### src/rtl/tnn_sum_cmp_seq.sv
// Sequential ternary-network node: sums N unsigned addends one per cycle and
// compares the total against a threshold, returning the decision bit over a valid/ready pair.
module tnn_sum_cmp_seq #(
    parameter int W = 3,
    parameter int N = 2
) (
    input  logic           clk,
    input  logic           rst_n,
    input  logic           in_valid,
    output logic           in_ready,
    input  logic [N*W-1:0] in_addends,
    input  logic [W-1:0]   in_thresh,
    input  logic           in_mode,
    output logic           out_valid,
    input  logic           out_ready,
    output logic           out_result,
    output logic           busy
);

    localparam int SW = W + $clog2(N);
    localparam int IW = (N > 1) ? $clog2(N) : 1;
    localparam logic [IW-1:0] LAST_IDX = IW'(N - 1);

    typedef enum logic [1:0] {
        IDLE = 2'd0,
        ACC  = 2'd1,
        DONE = 2'd2
    } state_t;

    state_t        state_q, state_d;
    logic          rst_sync_n;
    logic [W-1:0]  addend_q [N];
    logic [W-1:0]  thresh_q;
    logic          mode_q;
    logic [SW-1:0] acc_q;
    logic [IW-1:0] idx_q;
    logic          result_q;

    logic [W-1:0]  addend_cur;
    logic [SW-1:0] sum_next;
    logic [SW-1:0] thresh_ext;
    logic          last_add;
    logic          cmp_bit;

    // Assertion is immediate; release waits one clock so that no state flop
    // leaves reset on a partially settled edge.
    // NOTE: flops always use non-blocking assignment so every register samples
    // pre-edge values regardless of block evaluation order.
    always_ff @(posedge clk or negedge rst_n) begin
        if (!rst_n) rst_sync_n <= 1'b0;
        else        rst_sync_n <= 1'b1;
    end

    generate
        if (N == 1) begin : g_single
            assign addend_cur = addend_q[0];
        end else begin : g_multi
            assign addend_cur = addend_q[idx_q];
        end
    endgenerate

    assign sum_next   = acc_q + SW'(addend_cur);
    assign thresh_ext = SW'(thresh_q);
    assign last_add   = (idx_q == LAST_IDX);
    assign cmp_bit    = mode_q ? (thresh_ext >= sum_next) : (thresh_ext > sum_next);

    // NOTE: every output of this block gets a default first, so no path can
    // leave a signal unassigned and infer a latch.
    always_comb begin
        state_d   = state_q;
        in_ready  = 1'b0;
        out_valid = 1'b0;
        busy      = 1'b1;
        case (state_q)
            IDLE: begin
                in_ready = 1'b1;
                busy     = 1'b0;
                if (in_valid) state_d = ACC;
            end
            ACC: begin
                if (last_add) state_d = DONE;
            end
            DONE: begin
                out_valid = 1'b1;
                if (out_ready) state_d = IDLE;
            end
            default: state_d = IDLE;
        endcase
    end

    always_ff @(posedge clk or negedge rst_sync_n) begin
        if (!rst_sync_n) begin
            state_q  <= IDLE;
            acc_q    <= '0;
            idx_q    <= '0;
            result_q <= 1'b0;
        end else begin
            state_q <= state_d;
            case (state_q)
                IDLE: begin
                    if (in_valid) begin
                        acc_q <= '0;
                        idx_q <= '0;
                    end
                end
                ACC: begin
                    acc_q <= sum_next;
                    idx_q <= idx_q + IW'(1);
                    if (last_add) result_q <= cmp_bit;
                end
                default: ;
            endcase
        end
    end

    // NOTE: the sample payload is not reset; it is only read after a fresh
    // capture in IDLE, so resetting it would add reset fan-out for nothing.
    always_ff @(posedge clk) begin
        if (state_q == IDLE && in_valid) begin
            for (int i = 0; i < N; i++) addend_q[i] <= in_addends[i*W +: W];
            thresh_q <= in_thresh;
            mode_q   <= in_mode;
        end
    end

    assign out_result = result_q;

endmodule
### config.mk
export PLATFORM = sky130hd
export DESIGN_NAME = tnn_sum_cmp_seq
export DESIGN_NICKNAME = d
export VERILOG_FILES = /design/src/rtl/tnn_sum_cmp_seq.sv
export SDC_FILE = /design/constraint.sdc
export NUM_CORES = 1
export LEC_CHECK = 0
export ABC_CLOCK_PERIOD_IN_PS = 1100
export CAP_MARGIN = 25
export CORE_MARGIN = 4
export CORE_UTILIZATION = 35
export DETAILED_ROUTE_END_ITERATION = 12
export PLACE_DENSITY = 0.63
export SLEW_MARGIN = 20
export SYNTH_ARGS = -nofsm -noshare
export SYNTH_HDL_FRONTEND = slang
export SYNTH_SLANG_ARGS = --single-unit
### constraint.sdc
create_clock -name clk -period 1.1 [get_ports clk]
set_input_delay 0.165 -clock clk [delete_from_list [all_inputs] [get_ports clk]]
set_output_delay 0.165 -clock clk [all_outputs]
set_load 0.05 [all_outputs]
Yosys cells after proc, flatten, opt, wreduce, memory -nomap -nowiden. Memories as Yosys holds them, arrays and structs flattened. Index checks and enable logic that the tools add are counted. W data, S select, Z words.

RAM bits: 6. Flip-flop bits (word level): 13. Bits in read-only memories: 0. Memories kept: 1. Bits of input ports: 14. Logic and storage cells: 37. Bits in latches: 0.

Multiplexer cells: 14. Equality and inequality tests: 5. Shifts and indexed selects: 0. Multipliers: 0. Div/mod/pow operators: 0. Reductions and logical operators: 6. $add $sub $neg: 2. Bitwise operators: 0. $lt $le $gt $ge: 2.

Memory list: addend_q (words 2, bits a word 3, read ports 1, clocked after memory_dff 0, wr ports 2, RTL line 32) `logic [W-1:0] addend_q [N];`.

Operator list (number): $pmux W4 S2 (1); $mux W1 (7); $mux W2 (3); $ne A2 B2 Y1 const B (3); $pmux W2 S3 (1); $add A4 B3 Y4 (1); $ge A3 B4 Y1 (1); $gt A3 B4 Y1 (1); $mux W4 (1); $reduce_and A2 Y1 (2); $reduce_and A3 Y1 (1); $eq A2 B1 Y1 const B (1); $eq A2 B2 Y1 const B (1); $logic_not A2 Y1 (1); $pmux W1 S2 (1); $reduce_bool A2 Y1 (1); $add A1 B1 Y1 const B (1); $logic_and A1 B1 Y1 (1).

Longest topological paths before layout. Gate-level depths: netlist of run 1.

Depth after elaboration: 4. Depth in mapped cells: 9. Mapped depth without buffers: 8.

Worst setup path before layout of run 1. No wires, ideal clock.

Path type: reg2reg. Start: register idx_q. End: register result_q, in the netlist out_result. Path buffers: 1. Arrival: 2.287 ns. Data required time: 0.996 ns. Setup time: 0.104 ns. Stages on the path, launching flop included: 10. Slack: -1.291 ns. Path through: dfrtp_1 > clkbuf_1 > mux2_2 > ha_1 > fa_1 > xnor2_1 > ha_1 > nand4b_1 > o21ai_0 > o41ai_2.

Longest elaborated chain between the ends: 4. Elaborated cells between the ends (all ways): 6. Classes of those cells: add/sub (1); order compare (2); mux (1); reduce/logical (1); memory (1).

RTL lines: start, declared (RTL line 36) `logic [IW-1:0] idx_q;`; start signal, assigned (RTL line 108) `idx_q <= idx_q + IW'(1);`; $mem_v2 Z2 W3; $add A4 B3 Y4 (RTL line 62) `assign sum_next = acc_q + SW'(addend_cur);`; $gt A3 B4 Y1 / $ge A3 B4 Y1 (equally long branches) (RTL line 65) `assign cmp_bit = mode_q ? (thresh_ext >= sum_next) : (thresh_ext > sum_next);`; $mux W1 (RTL line 65); end signal, assigned (RTL line 109) `if (last_add) result_q <= cmp_bit;`; end, declared (RTL line 37) `logic result_q;`.

Several ways; a longest one is shown, not always the timed one. A chain may end at the register's enable or synchronous reset.

Worst setup path in the final report of run 1. Ends and elaborated chain as after synthesis.

==> impl_metrics.py, run 1 <==
metrics = {
    "die": {
        "ios": 18,
        "core-area_um2": 2300,
        "design.die.area_um2": 3350,
        "die_w_um": 57.8,
        "dieHeight_um": 57.8,
        "rows": 17,
        "initial_core_util_pct": 37.9,
    },
    "finish": {
        "fin_nets": 124,
        "multi_input_area_um2": 462,
        "fillers": 186,
        "antenna_cells": 0,
        "regArea_um2": 526,
        "final_area_um2": 1430,
        "area_growth_pct": 64.3,
        "drive_above_1_share_pct": 51.0,
        "final_util_pct": 62.2,
    },
    "clocking": {
        "cts.clk_slew.worst_paths_ns": 0.11,
        "cts_tree": "built",
        "clock_latency_ns": 0.31,
        "htree_levels": 1,
        "clockBufferDepth": 2,
        "cts_root_buf": "clkbuf_4",
        "cts-buffers-inserted": 3,
        "cts_sinks": 19,
    },
    "logic_synthesis": {
        "synth_area_leader_cell": "edfxtp_1",
        "synth_top_area_share_pct": 34.5,
        "yosysMostFrequentCell": "edfxtp_1",
        "synthArstFlopShare_pct": 47.4,
        "ys.flop_type": "edfxtp_1",
        "yosysSeqAreaShare_pct": 60.4,
        "synth_warnings": 0,
        "yosysUniqueCellTypes": 25,
        "synth_seq_cells": 19,
        "avgSynthCellArea_um2": 13.6,
        "synthCells": 64,
        "syn-cell-area_um2": 870,
        "synth_edf_count": 10,
        "synth_common_cells": "edfxtp_1, dfrtp_1, ha_1",
        "synth_area_leaders": "edfxtp_1, dfrtp_1, ha_1",
        "synth_nets": 85,
    },
    "outcome": {
        "status": "finished with violations",
        "violations": "setup timing",
    },
    "pwr": {
        "worst_ir_drop_vdd_mv": 1.75,
        "p_leak_nw": 0.601,
        "pwr_density_cell_nw_per_um2": 3120,
    },
    "drt": {
        "via_count": 630,
        "wl_per_cell_um": 14.0,
        "ant_nets": 0,
        "vias_per_cell": 4.85,
        "drt_drc_violations_left": 0,
        "dr.pass1.iters": 4,
        "wl_um": 1830,
        "drt_iter0_drc": 5,
    },
    "global_routing": {
        "grt_pass1_vias": 665,
        "globalRouteMet1Util_pct": 14.9,
        "track_usage_pct": 13.2,
        "grtUsageMet2_pct": 21.9,
        "grt-busiest-layer": "met2",
        "grt_pass1_wl_um": 3170,
        "grt_start_max_net_pins": 13,
        "use_met3_pct": 4.90,
        "grt_overflow": 0,
        "grt_antenna_before_repair": 0,
    },
    "sta": {
        "rsz0062_at_grt": "yes",
        "period_share_pct": 199,
        "finClkSkew_ns": 0.00375,
        "setup_violations": 20,
        "period_needed_ns": 2.19,
        "worst_slack_ns": -1.09,
        "fmax_ghz": 0.456,
        "hold_viol_final": 0,
        "maxSlewViolCount": 0,
    },
    "critical_path": {
        "critPathCaptureType": "flip-flop",
        "path_class": "flip-flop to flip-flop",
        "startpoint_type": "flip-flop",
        "crit_required_ns": 1.32,
        "critPathArrivalTime_ns": 2.41,
        "cp_max_fo": 3,
    },
    "place": {
        "postPlaceCellArea_um2": 1190,
        "gp_congestion": 0.803,
        "dp_hpwl_um": 1180,
        "io_buffer_count": 17,
    },
    "min_path": {
        "hold_class": "flip-flop to asynchronous set/reset pin",
    },
    "flow_run": {
        "max-cap-violations": 0,
    },
}
-- worst max-delay path: stages, from the launching register on --
cell      delay [ns]
dfrtp_1         0.42
mux2_4          0.33
ha_4            0.17
fa_2            0.37
xnor2_2         0.16
ha_1            0.30
nand4b_1        0.09
o21ai_1         0.08
o41ai_2         0.19
-- stage by stage --
stage | total power [mW] | setup TNS (ns) | setup WS [ns] | cells | hold slack [ns]
2_1_floorplan | 2.44 | -7.36 | -1.18 | 64 | -0.131
6_report | 4.46 | -5.94 | -1.09 | 130 | 0.150
3_3_place_gp | 3.22 | -5.13 | -1.12 | 118 | 0.152
3_5_place_dp | 3.26 | -5.31 | -1.18 | 118 | 0.153
4_1_cts | 4.31 | -5.40 | -1.10 | 128 | 0.163
5_1_grt | 4.82 | -6.95 | -1.25 | 130 | 0.182
-- cell usage in the layout (no fill, tap or decap), drive strengths merged, types with 2 or more instances in the layout --
cell,netlist,routed
ha,6,6
xnor2,2,2
o21ai,5,5
clkinvlp,0,2
buf,0,20
nand2,5,5
and2,1,2
clkdlybuf4s50,0,13
inv,5,4
nand2b,3,3
a22o,2,2
dfrtp,9,9
edfxtp,10,10
mux2,3,3
clkbuf,1,3
-- cell families (layout without fill, tap and decap cells) --
| group | count (synthesis) | after routing | share of synthesized area (%) |
|---|---|---|---|
| simple gates | 13 | 14 | 8.06 |
| mux | 4 | 4 | 5.04 |
| other cells | 1 | 1 | 0.431 |
| compound gates | 12 | 12 | 10.5 |
| flops | 19 | 19 | 60.4 |
| buf+inv | 6 | 43 | 2.59 |
| fa+ha+maj | 7 | 7 | 10.9 |
| xor+xnor | 2 | 2 | 2.01 |
-- flip-flops by register name (all words and copies together), names as in the netlist --
name / flops
acc_q: 4
addend_q: 6
idx_q: 1
mode_q: 1
out_result: 1
rst_sync_n: 1
state_q: 2
thresh_q: 3
-- where the power goes --
group          switching [mW]  internal [mW]
combinational            1.32           1.64
clock                   0.232          0.139
sequential              0.144          0.979
-- worst paths after layout --
check,from,endpoint,slack [ns],cells past startpoint
worst min register to register,rst_sync_n$_DFF_PN0_,acc_q[2]$_DFFE_PN0P_,0.15,0
worst min-delay path,rst_sync_n$_DFF_PN0_,acc_q[2]$_DFFE_PN0P_,0.15,0
worst max register to register,idx_q$_DFFE_PN0P_,out_result$_DFFE_PN0P_,-1.09,8
max in group asynchronous,rst_n,rst_sync_n$_DFF_PN0_,0.49,2
worst max-delay path,idx_q$_DFFE_PN0P_,out_result$_DFFE_PN0P_,-1.09,8
min in group clk,in_thresh[1],thresh_q[1]$_DFFE_PP_,0.40,1
-- cell type report --
cell class | count | area share, %
timing repair buffer | 34 | 24.8
clock buffer | 3 | 1.58
inverter | 5 | 1.58
multi-input combinational | 40 | 32.3
tap | 28 | 2.45
clock inverter | 1 | 0.525
sequential | 19 | 36.8
-- layer usage --
layer / vias up / wire length [µm] / part of all wire, %
met4: 0 / 46 / 2.5
met5: - / 0 / 0
met2: 17 / 929 / 51
met3: 7 / 99 / 5.4
li1: 301 / - / -
met1: 305 / 750 / 41
-- repair_timing --
| item | 4_1_cts | 5_1_grt |
|---|---|---|
| cloned | 1 | 0 |
| gates resized for setup | 25 | 7 |
| setup endpoints to repair | 19 | 21 |
| hold buffers | 1 | 0 |
| pin swaps | 15 | 1 |
| hold endpoints to repair | 1 | 0 |
| buffers inserted | 4 | 3 |
(Power assumes the default switching activity.)
==> inputs of run 2 (changes only) <==
Settings changed: CELL_PAD_IN_SITES_DETAIL_PLACEMENT from default to 1, CELL_PAD_IN_SITES_GLOBAL_PLACEMENT from default to 1, CORE_UTILIZATION 35 to 39, PLACE_DENSITY 0.63 to 0.81.
==> run 2 against run 1 <==
Effect of this change:
- the run still ends with setup timing left
- cell count rose by 1.5%
- clock skew about the same
- total power is 8.0% higher
- critical path depth stayed put
- global-route usage up 7.8 points
- first-iteration DRC count grew 40%
- worst setup slack got worse by 0.19 ns
- combinational power grew 10%
- flip-flop and latch count stayed put
- final area up 1.8%
- sequential power increased by 4%
- hold slack gained 0.0014 ns
- critical path type unchanged
- largest cell class unchanged
==> impl_metrics.py, run 2 (same netlist as run 1, synthesis figures left out) <==
metrics = {
    "outcome": {
        "status": "finished with violations",
        "violations": "setup timing",
    },
    "drt": {
        "wl_per_cell_um": 21.6,
        "wl_um": 2850,
        "dr.pass1.iters": 4,
        "drt_iter0_drc": 7,
        "drt_drc_violations_left": 0,
        "ant_nets": 0,
        "via_count": 680,
        "vias_per_cell": 5.15,
    },
    "clocking": {
        "cts_root_buf": "clkbuf_4",
        "clock_latency_ns": 0.32,
        "htree_levels": 1,
        "cts_tree": "built",
        "cts_sinks": 19,
        "cts.clk_slew.worst_paths_ns": 0.11,
        "cts-buffers-inserted": 3,
        "clockBufferDepth": 2,
    },
    "global_routing": {
        "grt_antenna_before_repair": 0,
        "track_usage_pct": 21.0,
        "grt_pass1_vias": 822,
        "grt_overflow": 0,
        "grt_pass1_wl_um": 4600,
        "grt_start_max_net_pins": 13,
    },
    "sta": {
        "period_share_pct": 216,
        "final.setup.tns_ns": -7.40,
        "hold_viol_final": 0,
        "finClkSkew_ns": 0.00329,
        "rsz0062_at_grt": "yes",
        "maxSlewViolCount": 0,
        "worst_slack_ns": -1.28,
        "fmax_ghz": 0.420,
        "setup_violations": 20,
        "period_needed_ns": 2.38,
    },
    "finish": {
        "antenna_cells": 0,
        "instances_no_fill": 132,
        "drive_above_1_share_pct": 51.4,
        "largest_reg_flops": 6,
        "reg_top3": "addend_q x6, acc_q x4, thresh_q x3",
        "area_growth_pct": 67.2,
        "fin_nets": 127,
        "final_common_cell": "clkdlybuf4s50_1",
        "regMostFlops": "addend_q",
        "final_cell_mix": "clkdlybuf4s50_1, edfxtp_1, buf_6",
    },
    "critical_path": {
        "rr_worst_depth": 8,
        "rrSetupSlack_ns": -1.28,
        "critPathArrivalTime_ns": 2.60,
        "r2r-end": "out_result$_DFFE_PN0P_",
        "critPathCaptureType": "flip-flop",
        "worstPathCellList": "mux2_4 -> ha_4 -> fa_2 -> xnor2_2 -> ha_1 -> nand4b_1 -> o21ai_1 -> o41ai_2",
        "crit_required_ns": 1.32,
        "max_stage_delay_ns": 0.43,
        "crit_path_top_delay_cell": "dfrtp_1",
        "path_class": "flip-flop to flip-flop",
        "timing.rr.start": "idx_q$_DFFE_PN0P_",
        "cp_max_fo": 3,
        "startpoint_type": "flip-flop",
    },
    "pwr": {
        "pwr_density_cell_nw_per_um2": 3320,
        "worst_ir_drop_vdd_mv": 1.96,
        "total_power_mw": 4.82,
        "p_leak_nw": 0.623,
    },
    "die": {
        "core-area_um2": 2040,
        "design.die.area_um2": 3050,
        "die_w_um": 55.2,
        "ios": 18,
        "initial_core_util_pct": 42.6,
        "dieHeight_um": 55.2,
        "rows": 16,
    },
    "place": {
        "gp_congestion": 0.749,
        "io_buffer_count": 17,
        "dp_hpwl_um": 1580,
        "place_inst": 117,
    },
    "flow_run": {
        "max-cap-violations": 0,
    },
    "min_path": {
        "hold_class": "flip-flop to asynchronous set/reset pin",
    },
}
run 2: power by group:
| group | internal [mW] | switching, mW | leakage (nW) |
|---|---|---|---|
| combinational | 1.74 | 1.54 | 0.402 |
| sequential | 0.980 | 0.190 | 0.207 |
| clock | 0.139 | 0.233 | 0.0139 |
| total | 2.86 | 1.96 | 0.623 |
run 2: metal layers:
layer	vias up	track usage, %	routed length (µm)
met2	22	38.0	1580
li1	307	-	-
met3	9	6.29	129
met1	342	21.7	1050
met4	0	10.1	90
met5	-	0	0
run 2: critical path, delay by kind of cell (launching register included):
kind / cells / cell delay, ns
and+or+nand+nor: 1 / 0.13
DFF: 1 / 0.43
muxes: 1 / 0.33
xor gates and xnor gates: 1 / 0.21
adders and majority gates: 3 / 0.83
AOI/OAI and AO/OA: 2 / 0.36
run 2: repair_timing:
item / 4_1_cts / 5_1_grt
endpoints found under the hold margin: 1 / 0
endpoints found under the setup margin: 20 / 21
gates resized for setup: 30 / 10
gates cloned: 1 / 0
hold buffers: 1 / 0
pin swaps: 10 / 8
setup buffers: 7 / 8
run 2: layout make-up:
cell class / instances / area (µm²)
timing repair buffer: 37 / 395
clock inverter: 1 / 7.51
multi-input combinational: 40 / 444
fill: 191 / 588
inverter: 5 / 25.0
tap: 27 / 33.8
clock buffer: 3 / 22.5
sequential: 19 / 526
run 2: how the worst max path moves through the flow:
stage / to / depth (start not counted) / slack, ns / startpoint
finish: out_result$_DFFE_PN0P_ / 8 / -1.28 / idx_q$_DFFE_PN0P_
global route: out_result$_DFFE_PN0P_ / 8 / -1.39 / idx_q$_DFFE_PN0P_
CTS: out_result$_DFFE_PN0P_ / 8 / -1.24 / idx_q$_DFFE_PN0P_
detailed placement: out_result$_DFFE_PN0P_ / 8 / -1.25 / idx_q$_DFFE_PN0P_
global placement: out_result$_DFFE_PN0P_ / 8 / -1.12 / idx_q$_DFFE_PN0P_
floorplan: out_result$_DFFE_PN0P_ / 9 / -1.18 / idx_q$_DFFE_PN0P_
run 2: through the flow:
stage	util [%]	instance area [µm²]	hold slack (ns)	setup WS, ns
floorplan	-	901	-0.131	-1.18
global placement	58.5	1190	0.148	-1.12
detailed placement	58.5	1190	0.153	-1.25
CTS	69.2	1410	0.167	-1.24
global route	71.2	1450	0.183	-1.39
finish	71.2	1450	0.152	-1.28
